### src/rtl/board_draw_scheduler.sv
// board_draw_scheduler
//   Sequences the per-tile glyph datapaths that draw the 4x4 sliding-puzzle
//   board. A full-board request draws tiles 0..15 in order. A move request
//   draws one tile. For each tile the block computes the screen origin, pulses
//   the glyph restart for one cycle, and then holds the glyph enable for
//   TILE_CYCLES cycles.
//
//   Optional feature (macro BLANK_SKIP_EN): adds blank_idx. A full redraw
//   skips the empty slot, and a move onto the empty slot completes without
//   drawing anything.
//
// Ports
//   clk           system clock, all logic on posedge
//   reset         synchronous, active-high
//   full_req      request redraw of all tiles (level, sampled each cycle)
//   move_req      request redraw of tile move_idx
//   move_idx[3:0] tile for move_req: row = idx[3:2], col = idx[1:0]
//   blank_idx[3:0] empty slot (BLANK_SKIP_EN only)
//   busy          high whenever the scheduler is not idle
//   done          one-cycle pulse when a request completes
//   tile_idx[3:0] tile currently being drawn
//   tile_x[7:0]   ORIGIN_X + col*TILE_W, feeds glyph xIn
//   tile_y[6:0]   ORIGIN_Y + row*TILE_H, feeds glyph yIn
//   glyph_enable  glyph datapath enable / VGA plot strobe
//   glyph_resetn  active-low restart of the glyph datapath
module board_draw_scheduler #(
    parameter int TILE_CYCLES = 81,
    parameter int TILE_W      = 30,
    parameter int TILE_H      = 30,
    parameter int ORIGIN_X    = 20,
    parameter int ORIGIN_Y    = 0
) (
    input  logic       clk,
    input  logic       reset,
    input  logic       full_req,
    input  logic       move_req,
    input  logic [3:0] move_idx,
`ifdef BLANK_SKIP_EN
    input  logic [3:0] blank_idx,
`endif
    output logic       busy,
    output logic       done,
    output logic [3:0] tile_idx,
    output logic [7:0] tile_x,
    output logic [6:0] tile_y,
    output logic       glyph_enable,
    output logic       glyph_resetn
);

    localparam int CNT_W = (TILE_CYCLES > 2) ? $clog2(TILE_CYCLES) : 1;
    localparam logic [CNT_W-1:0] CNT_LAST = CNT_W'(TILE_CYCLES - 1);
    localparam logic [7:0] TILE_W8   = 8'(TILE_W);
    localparam logic [7:0] TILE_H8   = 8'(TILE_H);
    localparam logic [7:0] ORIGIN_X8 = 8'(ORIGIN_X);
    localparam logic [7:0] ORIGIN_Y8 = 8'(ORIGIN_Y);

    // The origin arithmetic is done at 8 bits and must never wrap.
    if (ORIGIN_X + 3 * TILE_W > 255) begin : gBadOriginX
        $error("board_draw_scheduler: ORIGIN_X + 3*TILE_W exceeds 255");
    end
    if (ORIGIN_Y + 3 * TILE_H > 127) begin : gBadOriginY
        $error("board_draw_scheduler: ORIGIN_Y + 3*TILE_H exceeds 127");
    end

    function automatic logic [7:0] originX(input logic [1:0] col);
        return 8'(ORIGIN_X8 + ({6'd0, col} * TILE_W8));
    endfunction

    function automatic logic [6:0] originY(input logic [1:0] row);
        return 7'(ORIGIN_Y8 + ({6'd0, row} * TILE_H8));
    endfunction

    typedef enum logic [2:0] {IDLE, LOAD, DRAW, NEXT, DONE} stateT;

    stateT            state, nextState;
    logic [CNT_W-1:0] cnt;
    logic             modeFull;
    logic             pendFull, pendMove;
    logic [3:0]       pendIdx;

    logic             startFull, startMove;
    logic [3:0]       startMoveIdx;
    logic [3:0]       firstFullIdx;
    logic [4:0]       nextFullIdx;    // bit 4 set: the full pass is finished
    logic             moveHitsBlank;
    logic [3:0]       tileIdxNext;

    logic             busyNext, doneNext, enableNext, resetnNext;
    logic [7:0]       tileXNext;
    logic [6:0]       tileYNext;

    // Request selection, only acted on in IDLE. Full always wins; a live
    // move request is newer than a pending one.
    always_comb begin
        startFull    = full_req || pendFull;
        startMove    = !startFull && (move_req || pendMove);
        startMoveIdx = move_req ? move_idx : pendIdx;
    end

`ifdef BLANK_SKIP_EN
    always_comb begin
        firstFullIdx  = (blank_idx == 4'd0) ? 4'd1 : 4'd0;
        moveHitsBlank = (startMoveIdx == blank_idx);
        nextFullIdx   = {1'b0, tile_idx} + 5'd1;
        if (nextFullIdx == {1'b0, blank_idx}) begin
            nextFullIdx = {1'b0, tile_idx} + 5'd2;
        end
    end
`else
    always_comb begin
        firstFullIdx  = 4'd0;
        moveHitsBlank = 1'b0;
        nextFullIdx   = {1'b0, tile_idx} + 5'd1;
    end
`endif

    // State register
    always_ff @(posedge clk) begin
        if (reset) begin
            state <= IDLE;
        end else begin
            state <= nextState;
        end
    end

    // Next-state and next tile index
    always_comb begin
        nextState   = state;
        tileIdxNext = tile_idx;
        case (state)
            IDLE: begin
                if (startFull) begin
                    nextState   = LOAD;
                    tileIdxNext = firstFullIdx;
                end else if (startMove) begin
                    nextState   = moveHitsBlank ? DONE : LOAD;
                    tileIdxNext = startMoveIdx;
                end
            end
            LOAD: nextState = DRAW;
            DRAW: begin
                if (cnt == CNT_LAST) begin
                    nextState = NEXT;
                end
            end
            NEXT: begin
                if (modeFull && !nextFullIdx[4]) begin
                    nextState   = LOAD;
                    tileIdxNext = nextFullIdx[3:0];
                end else begin
                    nextState = DONE;
                end
            end
            DONE:    nextState = IDLE;
            default: nextState = IDLE;
        endcase
    end

    // Outputs are registered from the next state so they line up with it.
    always_comb begin
        busyNext   = (nextState != IDLE);
        doneNext   = (nextState == DONE);
        enableNext = (nextState == DRAW);
        resetnNext = (nextState != LOAD);
        tileXNext  = tile_x;
        tileYNext  = tile_y;
        if (nextState == LOAD) begin
            tileXNext = originX(tileIdxNext[1:0]);
            tileYNext = originY(tileIdxNext[3:2]);
        end
    end

    always_ff @(posedge clk) begin
        if (reset) begin
            busy         <= 1'b0;
            done         <= 1'b0;
            glyph_enable <= 1'b0;
            glyph_resetn <= 1'b0;
            tile_idx     <= 4'd0;
            tile_x       <= 8'd0;
            tile_y       <= 7'd0;
        end else begin
            busy         <= busyNext;
            done         <= doneNext;
            glyph_enable <= enableNext;
            glyph_resetn <= resetnNext;
            tile_idx     <= tileIdxNext;
            tile_x       <= tileXNext;
            tile_y       <= tileYNext;
        end
    end

    // Draw counter, mode and one-deep pending requests
    always_ff @(posedge clk) begin
        if (reset) begin
            cnt      <= '0;
            modeFull <= 1'b0;
            pendFull <= 1'b0;
            pendMove <= 1'b0;
        end else begin
            if (state == LOAD) begin
                cnt <= '0;
            end else if (state == DRAW) begin
                cnt <= cnt + 1'b1;
            end

            if (state == IDLE) begin
                if (startFull) begin
                    modeFull <= 1'b1;
                    pendFull <= 1'b0;
                    pendMove <= 1'b0;
                end else if (startMove) begin
                    modeFull <= 1'b0;
                    pendMove <= 1'b0;
                end
            end else begin
                if (full_req) begin
                    pendFull <= 1'b1;
                end
                if (move_req) begin
                    pendMove <= 1'b1;
                end
                // A queued full redraw covers any single tile.
                if (state == DONE && (pendFull || full_req)) begin
                    pendMove <= 1'b0;
                end
            end
        end
    end

    // Last move index seen while busy; only meaningful with pendMove set.
    always_ff @(posedge clk) begin
        if (state != IDLE && move_req) begin
            pendIdx <= move_idx;
        end
    end

endmodule
### config.mk
export PLATFORM = sky130hd
export DESIGN_NAME = board_draw_scheduler
export DESIGN_NICKNAME = d
export VERILOG_FILES = /design/src/rtl/board_draw_scheduler.sv
export SDC_FILE = /design/constraint.sdc
export NUM_CORES = 1
export LEC_CHECK = 0
export ABC_CLOCK_PERIOD_IN_PS = 2500
export CAP_MARGIN = 25
export CORE_UTILIZATION = 50
export CTS_CLUSTER_DIAMETER = 200
export DETAILED_ROUTE_END_ITERATION = 8
export GPL_TIMING_DRIVEN = 0
export PLACE_DENSITY = 0.77
export SETUP_SLACK_MARGIN = 0.4
export SLEW_MARGIN = 20
export SYNTH_ARGS = -nofsm -noshare
export SYNTH_HDL_FRONTEND = slang
export SYNTH_SLANG_ARGS = --single-unit
### constraint.sdc
create_clock -name clk -period 2.5 [get_ports clk]
set_input_delay 0.5 -clock clk [delete_from_list [all_inputs] [get_ports clk]]
set_output_delay 0.5 -clock clk [all_outputs]
set_load 0.05 [all_outputs]
==> tab_implementation.tex, run 1 <==
\begin{tabular}{lr}
\hline
Metric & Value \\
\hline
\multicolumn{2}{l}{\textbf{Run status}} \\
Status & finished clean \\
\multicolumn{2}{l}{\textbf{Critical path}} \\
Required time at the endpoint of the critical path & 2.79 ns \\
Max FO, Critical Path & 6 \\
Arrival time worst endpoint & 2.43 ns \\
Capturing element type of the critical path & register \\
Slowest stage cell, crit path & sky130\_fd\_sc\_hd\_\_dfxtp\_4 \\
Startpoint type of the worst setup path & register \\
Stage delay of the slowest cell on the critical path & 0.38 ns \\
CP cell instances & ha\_4 -> and3\_4 -> buf\_8 -> o32a\_4 -> a211oi\_4 -> buf\_4 -> ha\_4 -> xnor2\_2 -> nand2\_1 -> a21oi\_1 \\
Worst path most repeated cell & sky130\_fd\_sc\_hd\_\_ha\_4 \\
Critical path class & register to register \\
\multicolumn{2}{l}{\textbf{Global routing}} \\
Maximum number of pins on one net before global-route repair & 13 \\
Via count of the first global-routing pass & 1478 \\
Sum of overflow across all layers after global routing & 0 \\
Wire length of the first global-routing pass & 6575 um \\
Number of antenna violations at the first check in global routing & 0 \\
Overall track demand over capacity in global routing & 0.2425 \\
\multicolumn{2}{l}{\textbf{Place}} \\
Number of buffers inserted by port buffering & 26 \\
Final HPWL DP & 2753 um \\
Area after DPL & 0.002121 mm\^{}2 \\
Final GP Congestion & 0.8042 \\
\multicolumn{2}{l}{\textbf{Timing}} \\
Least-Margin Pin Slew & 0.8506 ns \\
Unrepaired setup endpoints after global routing & yes \\
Final period demand of the worst path & 2.140 ns \\
Achievable Freq & 0.4674 GHz \\
Final setup vio count & 0 \\
Final slew viol count & 0 \\
Max Clock Skew & 0.01190 ns \\
Tightest slew margin relative to the limit & 0.4329 \\
Count of endpoints failing hold in the final timing report & 0 \\
Tcrit/Tclk final & 0.8559 \\
\multicolumn{2}{l}{\textbf{Floorplanning}} \\
Initial Util & 0.5272 \\
Height of the chip & 61.55 um \\
Core region area & 0.003363 mm\^{}2 \\
I/O pin cnt & 31 \\
Total Die Area & 0.003788 mm\^{}2 \\
Rows & 21 \\
Die X & 61.55 um \\
\multicolumn{2}{l}{\textbf{Clock network}} \\
CTS H-Tree Depth & 2 \\
Clock latency on the worst-skew pair & 0.35 ns \\
Total CTS buffers & 5 \\
CTS clk-pin slew, worst paths & 0.12 ns \\
Hold-fix buffers, CTS & 0 \\
Buffer depth of the longest clock path & 2 \\
Clock tree root driver cell & sky130\_fd\_sc\_hd\_\_clkbuf\_4 \\
Clock tree from TritonCTS & yes \\
Count of clock tree sinks & 37 \\
\multicolumn{2}{l}{\textbf{Synthesis}} \\
Synth warnings & 0 \\
Mean instance size in the synthesized netlist & 9.532 um\^{}2 \\
Post-synth design cell area & 0.001773 mm\^{}2 \\
Register bit total from synthesis & 37 \\
Ys async rst share & 0 \\
Seq/Total Area, Yosys & 0.4404 \\
Cell type with the highest aggregate area in the netlist & sky130\_fd\_sc\_hd\_\_dfxtp\_1 \\
Synth cell types & 44 \\
Number of synthesized flops with an enable pin & 4 \\
Share of the synthesized area in the top cell type & 0.3726 \\
Synth area leaders & sky130\_fd\_sc\_hd\_\_dfxtp\_1 (37\%), sky130\_fd\_sc\_hd\_\_ha\_1 (7.8\%), sky130\_fd\_sc\_hd\_\_edfxtp\_1 (6.8\%) \\
Synthesized netlist cell count & 186 \\
Primary FF master, synth & sky130\_fd\_sc\_hd\_\_dfxtp\_1 \\
\multicolumn{2}{l}{\textbf{Final layout}} \\
FF/Latch Area & 792.0 um\^{}2 \\
Post-Layout Inst Area & 0.002492 mm\^{}2 \\
Fill cell total of the finished layout & 241 \\
Layout cell share with drive strength beyond 1 & 0.2869 \\
Multi-input combinational cell area & 0.001080 mm\^{}2 \\
Area delta synth->final & 40.58\% \\
Number of antenna cells inserted & 0 \\
Net count reported at finish & 255 \\
Post-Route Utilization & 0.7411 \\
\multicolumn{2}{l}{\textbf{Detailed routing}} \\
Aggregate routed wire length & 4348 um \\
Remaining antenna violation count after routing & 0 \\
DRC violations left & 0 \\
Vias & 1561 \\
1st-pass router iterations & 4 \\
Vias per inst & 5.516 \\
First-iteration detailed-routing DRC count & 60 \\
Detailed-route wire length per cell & 15.36 um \\
\multicolumn{2}{l}{\textbf{Power}} \\
Post-layout total power & 0.001956 W \\
Leak & 0.9924 nW \\
Maximum vdd drop & 0.5088 mV \\
Power per unit of standard cell area & 784.7 mW/mm\^{}2 \\
\multicolumn{2}{l}{\textbf{Flow run}} \\
Max-Cap Viols & 0 \\
\multicolumn{2}{l}{\textbf{Worst hold path}} \\
Worst min-delay path category & register to register \\
\hline
\end{tabular}
critical path: cells and delay by family (launching register included):
family	cells	cell delay, ns
fa+ha+maj	2	0.30
xor+xnor	1	0.11
simple gates	2	0.22
flops	1	0.38
buf+inv	2	0.31
compound gates	3	0.75
state kept, by name, summed over array words and instances (netlist names), 3 cells and up:
name and count:
cnt 7, tile_x 7, tile_y 5, pendIdx 4, tile_idx 4, state 3
cell type report:
class | count | share of cell area
buffer | 13 | 0.03966
clock buffer | 5 | 0.01506
clock inverter | 3 | 0.007028
inverter | 7 | 0.01054
multi-input combinational | 130 | 0.4332
sequential | 37 | 0.3178
tap | 46 | 0.02309
timing repair buffer | 42 | 0.1536
Yosys cell counts, types with 2 or more instances:
library cell and n:
sky130_fd_sc_hd__buf_4 4, sky130_fd_sc_hd__and3_1 2, sky130_fd_sc_hd__a211oi_1 9, sky130_fd_sc_hd__or3_1 2, sky130_fd_sc_hd__inv_1 7, sky130_fd_sc_hd__xor2_1 3, sky130_fd_sc_hd__buf_2 2, sky130_fd_sc_hd__xnor2_1 4
sky130_fd_sc_hd__nor4_1 4, sky130_fd_sc_hd__clkbuf_1 5, sky130_fd_sc_hd__nand3_1 3, sky130_fd_sc_hd__nand4_1 2, sky130_fd_sc_hd__nor3_1 7, sky130_fd_sc_hd__edfxtp_1 4, sky130_fd_sc_hd__a21oi_1 10, sky130_fd_sc_hd__nand2b_1 2
sky130_fd_sc_hd__nand2_1 16, sky130_fd_sc_hd__dfxtp_1 33, sky130_fd_sc_hd__o21ai_0 2, sky130_fd_sc_hd__ha_1 11, sky130_fd_sc_hd__buf_6 2, sky130_fd_sc_hd__nor4_2 3, sky130_fd_sc_hd__and2_1 2, sky130_fd_sc_hd__nor2_1 24
sky130_fd_sc_hd__mux2i_1 4
through the flow:
step | setup slack [ns] | instances | TNS (ns) | hold WS, ns
after floorplan | 0.2003 | 187 | 0 | 0.4796
after global placement | -0.2656 | 259 | -0.9532 | 0.4428
after detailed placement | -0.3318 | 259 | -1.262 | 0.4505
after CTS | 0.3645 | 281 | 0 | 0.4657
after global routing | 0.2834 | 283 | 0 | 0.4755
final | 0.3603 | 283 | 0 | 0.4639
power by group:
part           total (W)  switching (W)  internal [W]
Clock           0.000307       0.000201      0.000106
Combinational   0.000912       0.000556      0.000355
Sequential      0.000737      0.0000529      0.000684
logic make-up (layout without fill, tap and decap cells):
| logic type | count (synthesis) | after routing | synth area share |
|---|---|---|---|
| AO/OA/AOI/OAI | 30 | 30 | 0.1270 |
| XOR/XNOR | 7 | 7 | 0.03458 |
| adder cells (fa/ha/maj) | 11 | 11 | 0.07763 |
| buffers and inverters | 20 | 70 | 0.06070 |
| flip-flops | 37 | 37 | 0.4404 |
| multiplexers | 4 | 4 | 0.02258 |
| other | 1 | 2 | 0.002115 |
| AND/OR/NAND/NOR | 76 | 76 | 0.2350 |
timing repair:
item                                    in CTS  in global routing
setup buffers                               14                  2
resized for setup                           25                 14
pin swaps                                   14                  4
endpoints found under the hold margin        0                  0
endpoints found under the setup margin       9                  9
final timing paths:
check | from | endpoint | slack (ns) | cells after the start
min reg2reg | tile_x[5]$_SDFFE_PP0N_ | tile_x[5]$_SDFFE_PP0N_ | 0.46 | 2
max reg2reg | tile_idx[0]$_SDFF_PP0_ | tile_x[5]$_SDFFE_PP0N_ | 0.36 | 10
min | tile_x[5]$_SDFFE_PP0N_ | tile_x[5]$_SDFFE_PP0N_ | 0.46 | 2
max | tile_idx[0]$_SDFF_PP0_ | tile_x[5]$_SDFFE_PP0N_ | 0.36 | 10
placed cells by master (no fill, tap or decap), drive strengths merged, types with 4 or more instances in the layout:
| master | instances |
|---|---|
| clkbuf | 9 |
| xnor2 | 4 |
| nor4 | 7 |
| nor3 | 7 |
| ha | 11 |
| dfxtp | 33 |
| a21oi | 10 |
| nor2 | 24 |
| mux2i | 4 |
| inv | 7 |
| clkdlybuf4s50 | 22 |
| nand2 | 16 |
| edfxtp | 4 |
| buf | 25 |
| a211oi | 10 |
routing by layer:
| layer | part of all wire | routed length, um | global-route usage | vias up |
|---|---|---|---|---|
| met5 | 0 | 0 | 0 | - |
| met4 | 0.026 | 112 | 0.1048 | 0 |
| met3 | 0.059 | 255 | 0.07143 | 15 |
| met2 | 0.51 | 2235 | 0.4117 | 57 |
| met1 | 0.40 | 1743 | 0.2839 | 742 |
| li1 | - | - | - | 747 |
Power figures use the tool's default switching activity.
==> run 2: changes to the inputs <==
Settings changed: ABC_CLOCK_PERIOD_IN_PS 2500 to 1900, CORE_ASPECT_RATIO from default to 1.5, CORE_UTILIZATION 50 to 47, PLACE_DENSITY 0.77 to 0.76.
Clock period 2.5 ns to 1.9 ns, I/O delays scaled along.
==> run 2 against run 1 <==
  * Cell count rose by 1.8%
  * Via count rose by 1.8%
  * Die area rose by 6.3%
  * Hold slack got worse by 0.0096 ns
  * Core utilization rose by 1.5 points
  * Combinational power rose by 62%
  * Sequential share of layout area fell by 3.0 points
  * Critical endpoint is now tile_x[7]$_SDFFE_PP0N_
  * Critical path depth did not move
  * First-iteration DRC count fell by 45%
  * Setup slack got worse by 0.67 ns
  * Register-to-register slack got worse by 0.67 ns
  * The run now ends with setup timing left
==> tab_implementation.tex, run 2 (same netlist as run 1, synthesis figures left out) <==
\begin{tabular}{lr}
\hline
Metric & Value \\
\hline
\multicolumn{2}{l}{\textbf{Critical path}} \\
Startpoint type of the worst setup path & register \\
Worst Setup SP & tile\_idx[0]\$\_SDFF\_PP0\_ \\
Required time at the endpoint of the critical path & 2.05 ns \\
Critical path capture point & tile\_x[7]\$\_SDFFE\_PP0N\_ \\
Worst path most repeated cell & sky130\_fd\_sc\_hd\_\_ha\_4 \\
Slowest stage cell, crit path & sky130\_fd\_sc\_hd\_\_dfxtp\_4 \\
FF-to-FF setup slack & -0.31 ns \\
Critical path class & register to register \\
Largest delay contributor family on the critical path & compound AO/OA/AOI/OAI gates \\
RR Endpoint & tile\_x[7]\$\_SDFFE\_PP0N\_ \\
Capturing element type of the critical path & register \\
Arrival time worst endpoint & 2.36 ns \\
Count of cells along the worst register-to-register path & 10 \\
CP cell instances & ha\_4 -> and3\_4 -> buf\_8 -> o32a\_4 -> a221oi\_4 -> buf\_4 -> buf\_6 -> ha\_4 -> nand4b\_1 -> a21oi\_1 \\
Stage delay of the slowest cell on the critical path & 0.36 ns \\
Source of the worst register-to-register timing path & tile\_idx[0]\$\_SDFF\_PP0\_ \\
Max FO, Critical Path & 5 \\
Number of gates on the worst path with buffers counted & 10 \\
Critical path buffer and inverter count & 3 \\
\multicolumn{2}{l}{\textbf{Run status}} \\
Status & finished, violations left \\
Violated checks & setup timing \\
\multicolumn{2}{l}{\textbf{Clock network}} \\
Clock latency on the worst-skew pair & 0.30 ns \\
Buffer depth of the longest clock path & 2 \\
Clock tree root driver cell & sky130\_fd\_sc\_hd\_\_clkbuf\_8 \\
CTS H-Tree Depth & 2 \\
Count of clock tree sinks & 37 \\
CTS clk-pin slew, worst paths & 0.07 ns \\
Total CTS buffers & 5 \\
Clock tree from TritonCTS & yes \\
Hold-fix buffers, CTS & 0 \\
\multicolumn{2}{l}{\textbf{Flow run}} \\
Max-Cap Viols & 0 \\
\multicolumn{2}{l}{\textbf{Detailed routing}} \\
Detailed-route wire length per cell & 17.61 um \\
Vias & 1589 \\
First-iteration detailed-routing DRC count & 33 \\
1st-pass router iterations & 4 \\
Remaining antenna violation count after routing & 0 \\
Vias per inst & 5.517 \\
DRC violations left & 0 \\
Aggregate routed wire length & 5072 um \\
\multicolumn{2}{l}{\textbf{Place}} \\
Final HPWL DP & 2530 um \\
Area after DPL & 0.002122 mm\^{}2 \\
Number of buffers inserted by port buffering & 26 \\
Number of placed instances with taps included & 256 \\
Final GP Congestion & 0.8223 \\
\multicolumn{2}{l}{\textbf{Final layout}} \\
Most common library cell in the layout ignoring fill and taps & sky130\_fd\_sc\_hd\_\_dfxtp\_1 \\
Commonest cells after routing, fill and taps aside & sky130\_fd\_sc\_hd\_\_dfxtp\_1 (26), sky130\_fd\_sc\_hd\_\_nor2\_1 (21), sky130\_fd\_sc\_hd\_\_buf\_4 (19) \\
Post-Layout Inst Area & 0.002760 mm\^{}2 \\
Cell Count, Final, Fillers Out & 288 \\
Layout cell share with drive strength beyond 1 & 0.4490 \\
Number of antenna cells inserted & 0 \\
Post-Route Utilization & 0.7565 \\
Area delta synth->final & 55.68\% \\
Net count reported at finish & 263 \\
Largest registers ranked by flip-flop count & cnt (7), tile\_x (7), tile\_y (5) \\
\multicolumn{2}{l}{\textbf{Worst hold path}} \\
Worst min-delay path category & register to register \\
\multicolumn{2}{l}{\textbf{Global routing}} \\
Via count of the first global-routing pass & 1528 \\
Global route hottest layer & met2 \\
Number of antenna violations at the first check in global routing & 0 \\
GR Layer Usage met1 & 0.2760 \\
Maximum number of pins on one net before global-route repair & 13 \\
Sum of overflow across all layers after global routing & 0 \\
Overall track demand over capacity in global routing & 0.2423 \\
Met3 track demand over resource in global routing & 0.05357 \\
Wire length of the first global-routing pass & 7189 um \\
Met2 global-route usage & 0.4103 \\
\multicolumn{2}{l}{\textbf{Timing}} \\
Final setup vio count & 10 \\
Unrepaired setup endpoints after global routing & yes \\
Achievable Freq & 0.4524 GHz \\
Count of endpoints failing hold in the final timing report & 0 \\
Tcrit/Tclk final & 1.163 \\
Max Clock Skew & 0.01228 ns \\
Final slew viol count & 0 \\
Final period demand of the worst path & 2.210 ns \\
Final worst-path setup slack & -0.3104 ns \\
Least-Margin Pin Slew & 0.6687 ns \\
Tightest slew margin relative to the limit & 0.5542 \\
\multicolumn{2}{l}{\textbf{Power}} \\
Switching portion of total power & 0.3705 \\
Maximum vdd drop & 0.9659 mV \\
Clock network power share & 0.248 \\
Power per unit of standard cell area & 1182 mW/mm\^{}2 \\
Leak & 1.095 nW \\
Sequential power share & 0.299 \\
Portion of total power attributed to combinational logic & 0.453 \\
Int Power & 0.002054 W \\
Net switching power of the design & 0.001209 W \\
\multicolumn{2}{l}{\textbf{Floorplanning}} \\
Total Die Area & 0.004027 mm\^{}2 \\
Height of the chip & 77.22 um \\
Die X & 52.15 um \\
Core region area & 0.003649 mm\^{}2 \\
I/O pin cnt & 31 \\
Initial Util & 0.4859 \\
Rows & 27 \\
\hline
\end{tabular}
-- run 2: cell count changes in the layout (fill, tap and decap cells not counted), sizes merged --
cell and change:
dlymetal6s2s -1, dlygate4sd2 -2, bufinv +2, clkdlybuf4s15 +12, clkinv -1, clkdlybuf4s50 -18, clkinvlp -1, clkbuf +7
buf +10
-- run 2: area by class of cell --
| class | instances | area [um^2] |
|---|---|---|
| plain buffers | 13 | 108.9 |
| clock buffers | 5 | 68.82 |
| clock inverters | 3 | 65.06 |
| fillers | 220 | 888.4 |
| inverters | 7 | 26.28 |
| multi-input cells | 130 | 1162 |
| flip-flops and latches | 37 | 794.5 |
| well taps | 43 | 53.80 |
| repair buffers | 50 | 480.5 |
-- run 2: metrics by stage --
step	hold slack [ns]	power [W]	setup TNS, ns	setup slack (ns)
after floorplan	0.4789	0.001677	-2.014	-0.3992
after global placement	0.4430	0.001921	-6.786	-0.7839
after detailed placement	0.4477	0.001936	-7.925	-0.8575
after CTS	0.4579	0.003053	-1.208	-0.2063
after global routing	0.4792	0.003397	-2.753	-0.3881
final	0.4543	0.003262	-2.184	-0.3104
-- run 2: timing repair --
item	CTS	global route
pin swaps	14	14
setup buffers	12	10
gates cloned	2	0
resized for setup	89	40
endpoints found under the setup margin	44	30
-- run 2: power by group through the flow --
stage | combinational (W) | clock, W | sequential (W)
2_1_floorplan | 0.000475 | 0 | 0.00120
3_3_place_gp | 0.000940 | 0 | 0.000980
3_5_place_dp | 0.000954 | 0 | 0.000982
4_1_cts | 0.00127 | 0.000823 | 0.000964
5_1_grt | 0.00156 | 0.000856 | 0.000986
6_report | 0.00148 | 0.000808 | 0.000976
-- run 2: worst min-delay path: stages, from the launching register on --
cell and delay, ns:
sky130_fd_sc_hd__dfxtp_1 0.31, sky130_fd_sc_hd__nand2_1 0.05, sky130_fd_sc_hd__a21oi_1 0.05
-- run 2: per-layer routing --
metal  vias up  wire length, um
met5         -                0
met3        11              163
met1       766             2042
met2        45             2758
li1        767                -
met4         0              108
-- run 2: how the worst min path moves through the flow --
stage,to,from,depth (start not counted)
2_1_floorplan,pendIdx[0]$_DFFE_PP_,move_idx[0],0
3_5_place_dp,tile_y[6]$_SDFFE_PP0N_,tile_y[6]$_SDFFE_PP0N_,2
6_report,tile_y[6]$_SDFFE_PP0N_,tile_y[6]$_SDFFE_PP0N_,2
5_1_grt,tile_y[6]$_SDFFE_PP0N_,tile_y[6]$_SDFFE_PP0N_,2
4_1_cts,tile_y[6]$_SDFFE_PP0N_,tile_y[6]$_SDFFE_PP0N_,2
3_3_place_gp,tile_y[6]$_SDFFE_PP0N_,tile_y[6]$_SDFFE_PP0N_,2
==> run 3: changes to the inputs <==
Settings changed: ABC_CLOCK_PERIOD_IN_PS 1900 to 2700, CORE_UTILIZATION 47 to 50, PLACE_DENSITY 0.76 to 0.77.
Clock period 1.9 ns to 2.7 ns, I/O delays scaled along.
==> run 3 against run 2 <==
  * The flow now finishes without violations
  * Core utilization decreased by 5.8 points
  * Hold slack worse by 0.00080 ns
  * Setup slack improved by 0.73 ns
  * Sequential power down 30%
  * Global-route usage down 1.4 points
  * Total power is 44% lower
  * Via count decreased by 2.5%
  * Register-to-register slack improved by 0.73 ns
  * Count of clock-buffer cells in the layout did not move
  * Critical path depth shrank 1
  * Highest routed layer unchanged
==> tab_implementation.tex, run 3 (same netlist as run 1, synthesis figures left out) <==
\begin{tabular}{lr}
\hline
Metric & Value \\
\hline
\multicolumn{2}{l}{\textbf{Detailed routing}} \\
First-iteration detailed-routing DRC count & 52 \\
Detailed-route wire length per cell & 16.10 um \\
DRC violations left & 0 \\
Aggregate routed wire length & 4346 um \\
1st-pass router iterations & 4 \\
Vias & 1550 \\
Vias per inst & 5.741 \\
Remaining antenna violation count after routing & 0 \\
\multicolumn{2}{l}{\textbf{Critical path}} \\
Critical path buffer and inverter count & 1 \\
Source of the worst register-to-register timing path & tile\_idx[1]\$\_SDFF\_PP0\_ \\
Stage delay of the slowest cell on the critical path & 0.60 ns \\
Slowest stage cell, crit path & sky130\_fd\_sc\_hd\_\_nor4\_1 \\
Critical path class & register to register \\
CP cell instances & ha\_4 -> and3\_1 -> buf\_4 -> nor4\_1 -> a211oi\_4 -> ha\_1 -> xnor2\_2 -> nand2\_1 -> a21oi\_2 \\
FF-to-FF setup slack & 0.42 ns \\
RR Endpoint & tile\_x[5]\$\_SDFFE\_PP0N\_ \\
Largest delay contributor family on the critical path & simple AND/OR/NAND/NOR gates \\
Max FO, Critical Path & 6 \\
Required time at the endpoint of the critical path & 2.94 ns \\
Number of gates on the worst path with buffers counted & 9 \\
Arrival time worst endpoint & 2.51 ns \\
Capturing element type of the critical path & register \\
Startpoint type of the worst setup path & register \\
Count of cells along the worst register-to-register path & 9 \\
\multicolumn{2}{l}{\textbf{Global routing}} \\
Maximum number of pins on one net before global-route repair & 12 \\
Number of antenna violations at the first check in global routing & 0 \\
Overall track demand over capacity in global routing & 0.2282 \\
Via count of the first global-routing pass & 1469 \\
Wire length of the first global-routing pass & 6313 um \\
Sum of overflow across all layers after global routing & 0 \\
\multicolumn{2}{l}{\textbf{Clock network}} \\
Hold-fix buffers, CTS & 0 \\
Clock tree from TritonCTS & yes \\
Clock latency on the worst-skew pair & 0.30 ns \\
Buffer depth of the longest clock path & 2 \\
Count of clock tree sinks & 37 \\
Total CTS buffers & 5 \\
CTS H-Tree Depth & 2 \\
Clock tree root driver cell & sky130\_fd\_sc\_hd\_\_clkbuf\_8 \\
CTS clk-pin slew, worst paths & 0.08 ns \\
\multicolumn{2}{l}{\textbf{Place}} \\
Final GP Congestion & 0.8323 \\
Number of buffers inserted by port buffering & 26 \\
Final HPWL DP & 2880 um \\
Number of placed instances with taps included & 255 \\
Area after DPL & 0.002116 mm\^{}2 \\
\multicolumn{2}{l}{\textbf{Timing}} \\
Max Clock Skew & 0.01226 ns \\
Tightest slew margin relative to the limit & 0.4696 \\
Hold WS & 0.4535 ns \\
Unrepaired setup endpoints after global routing & yes \\
Least-Margin Pin Slew & 0.7884 ns \\
Tcrit/Tclk final & 0.8436 \\
Final period demand of the worst path & 2.278 ns \\
Final slew viol count & 0 \\
Count of endpoints failing hold in the final timing report & 0 \\
Final setup vio count & 0 \\
Achievable Freq & 0.4390 GHz \\
\multicolumn{2}{l}{\textbf{Floorplanning}} \\
Height of the chip & 74.93 um \\
Rows & 26 \\
Core region area & 0.003383 mm\^{}2 \\
Die X & 50.62 um \\
Total Die Area & 0.003793 mm\^{}2 \\
I/O pin cnt & 31 \\
Initial Util & 0.5240 \\
\multicolumn{2}{l}{\textbf{Power}} \\
Maximum vdd drop & 0.5338 mV \\
Leak & 0.9298 nW \\
Power per unit of standard cell area & 772.3 mW/mm\^{}2 \\
\multicolumn{2}{l}{\textbf{Final layout}} \\
Post-Layout Inst Area & 0.002364 mm\^{}2 \\
Net count reported at finish & 246 \\
Largest registers ranked by flip-flop count & cnt (7), tile\_x (7), tile\_y (5) \\
Area delta synth->final & 33.31\% \\
Most common library cell in the layout ignoring fill and taps & sky130\_fd\_sc\_hd\_\_dfxtp\_1 \\
Number of antenna cells inserted & 0 \\
Cell Count, Final, Fillers Out & 270 \\
Layout cell share with drive strength beyond 1 & 0.2018 \\
Post-Route Utilization & 0.6986 \\
Commonest cells after routing, fill and taps aside & sky130\_fd\_sc\_hd\_\_dfxtp\_1 (29), sky130\_fd\_sc\_hd\_\_clkdlybuf4s50\_1 (26), sky130\_fd\_sc\_hd\_\_nor2\_1 (24) \\
\multicolumn{2}{l}{\textbf{Worst hold path}} \\
Hold path start & tile\_y[6]\$\_SDFFE\_PP0N\_ \\
Hold Crit Endpoint & tile\_y[6]\$\_SDFFE\_PP0N\_ \\
Cell depth of the worst hold path & 2 \\
Worst min-delay path category & register to register \\
\multicolumn{2}{l}{\textbf{Run status}} \\
Status & finished clean \\
\multicolumn{2}{l}{\textbf{Flow run}} \\
Max-Cap Viols & 0 \\
\hline
\end{tabular}
[run 3: changes by cell type in the layout (fill, tap and decap cells not counted), moves of 4 or more]
cell	before	now
sky130_fd_sc_hd__clkdlybuf4s50_1	4	26
sky130_fd_sc_hd__a211oi_2	5	0
sky130_fd_sc_hd__a211oi_1	4	9
sky130_fd_sc_hd__buf_4	19	12
sky130_fd_sc_hd__buf_6	8	2
sky130_fd_sc_hd__ha_1	5	9
sky130_fd_sc_hd__clkdlybuf4s15_2	12	0
sky130_fd_sc_hd__clkbuf_2	6	0
[run 3: final cells by class]
class	instances	area, um^2
fill	255	1020
multi-input combinational	130	1015
sequential	37	790.8
timing repair buffer	33	312.8
buffer	13	85.08
clock buffer	5	68.82
tap	42	52.55
inverter	7	26.28
clock inverter	3	12.51
[run 3: worst register-to-register path, cell delays in order, from the launching register on]
cell and delay [ns]:
sky130_fd_sc_hd__dfxtp_4 0.37, sky130_fd_sc_hd__ha_4 0.16, sky130_fd_sc_hd__and3_1 0.14, sky130_fd_sc_hd__buf_4 0.15
sky130_fd_sc_hd__nor4_1 0.60, sky130_fd_sc_hd__a211oi_4 0.12, sky130_fd_sc_hd__ha_1 0.28, sky130_fd_sc_hd__xnor2_2 0.17
sky130_fd_sc_hd__nand2_1 0.09, sky130_fd_sc_hd__a21oi_2 0.13
[run 3: how the worst max path moves through the flow]
stage / start / to / slack [ns]
finish: tile_idx[1]$_SDFF_PP0_ / tile_x[5]$_SDFFE_PP0N_ / 0.42
global route: full_req / tile_x[7]$_SDFFE_PP0N_ / 0.34
CTS: tile_idx[0]$_SDFF_PP0_ / tile_x[5]$_SDFFE_PP0N_ / 0.41
detailed placement: full_req / tile_x[5]$_SDFFE_PP0N_ / -0.15
global placement: full_req / tile_x[5]$_SDFFE_PP0N_ / -0.13
floorplan: tile_idx[1]$_SDFF_PP0_ / tile_x[5]$_SDFFE_PP0N_ / 0.40
[run 3: through the flow]
stage | power, W | worst slack, ns | setup TNS (ns)
6_report | 0.001825 | 0.4223 | 0
4_1_cts | 0.001746 | 0.4123 | 0
2_1_floorplan | 0.001179 | 0.3959 | 0
5_1_grt | 0.001911 | 0.3360 | 0
3_3_place_gp | 0.001348 | -0.1275 | -0.3245
3_5_place_dp | 0.001364 | -0.1463 | -0.3646
[run 3: what timing repair did]
| item | 4_1_cts | 5_1_grt |
|---|---|---|
| pin swaps | 1 | 8 |
| buffers inserted | 0 | 7 |
| setup endpoints to repair | 5 | 8 |
| resized for setup | 5 | 13 |
[run 3: power breakdown]
| part | leakage [nW] | total (W) | internal (W) | switching (W) |
|---|---|---|---|---|
| Combinational | 0.578 | 0.000774 | 0.000288 | 0.000486 |
| Clock | 0.0430 | 0.000371 | 0.000174 | 0.000197 |
| Sequential | 0.309 | 0.000680 | 0.000633 | 0.0000477 |
[run 3: metal layers]
layer  share of wire  GRT usage  vias to the layer above  routed length, um
li1                -          -                      730                  -
met1            0.36     0.2045                      743               1560
met2            0.55     0.4356                       49               2391
met3           0.036    0.05859                       28                155
met4           0.055     0.1636                        0                239
met5               0          0                        -                  0
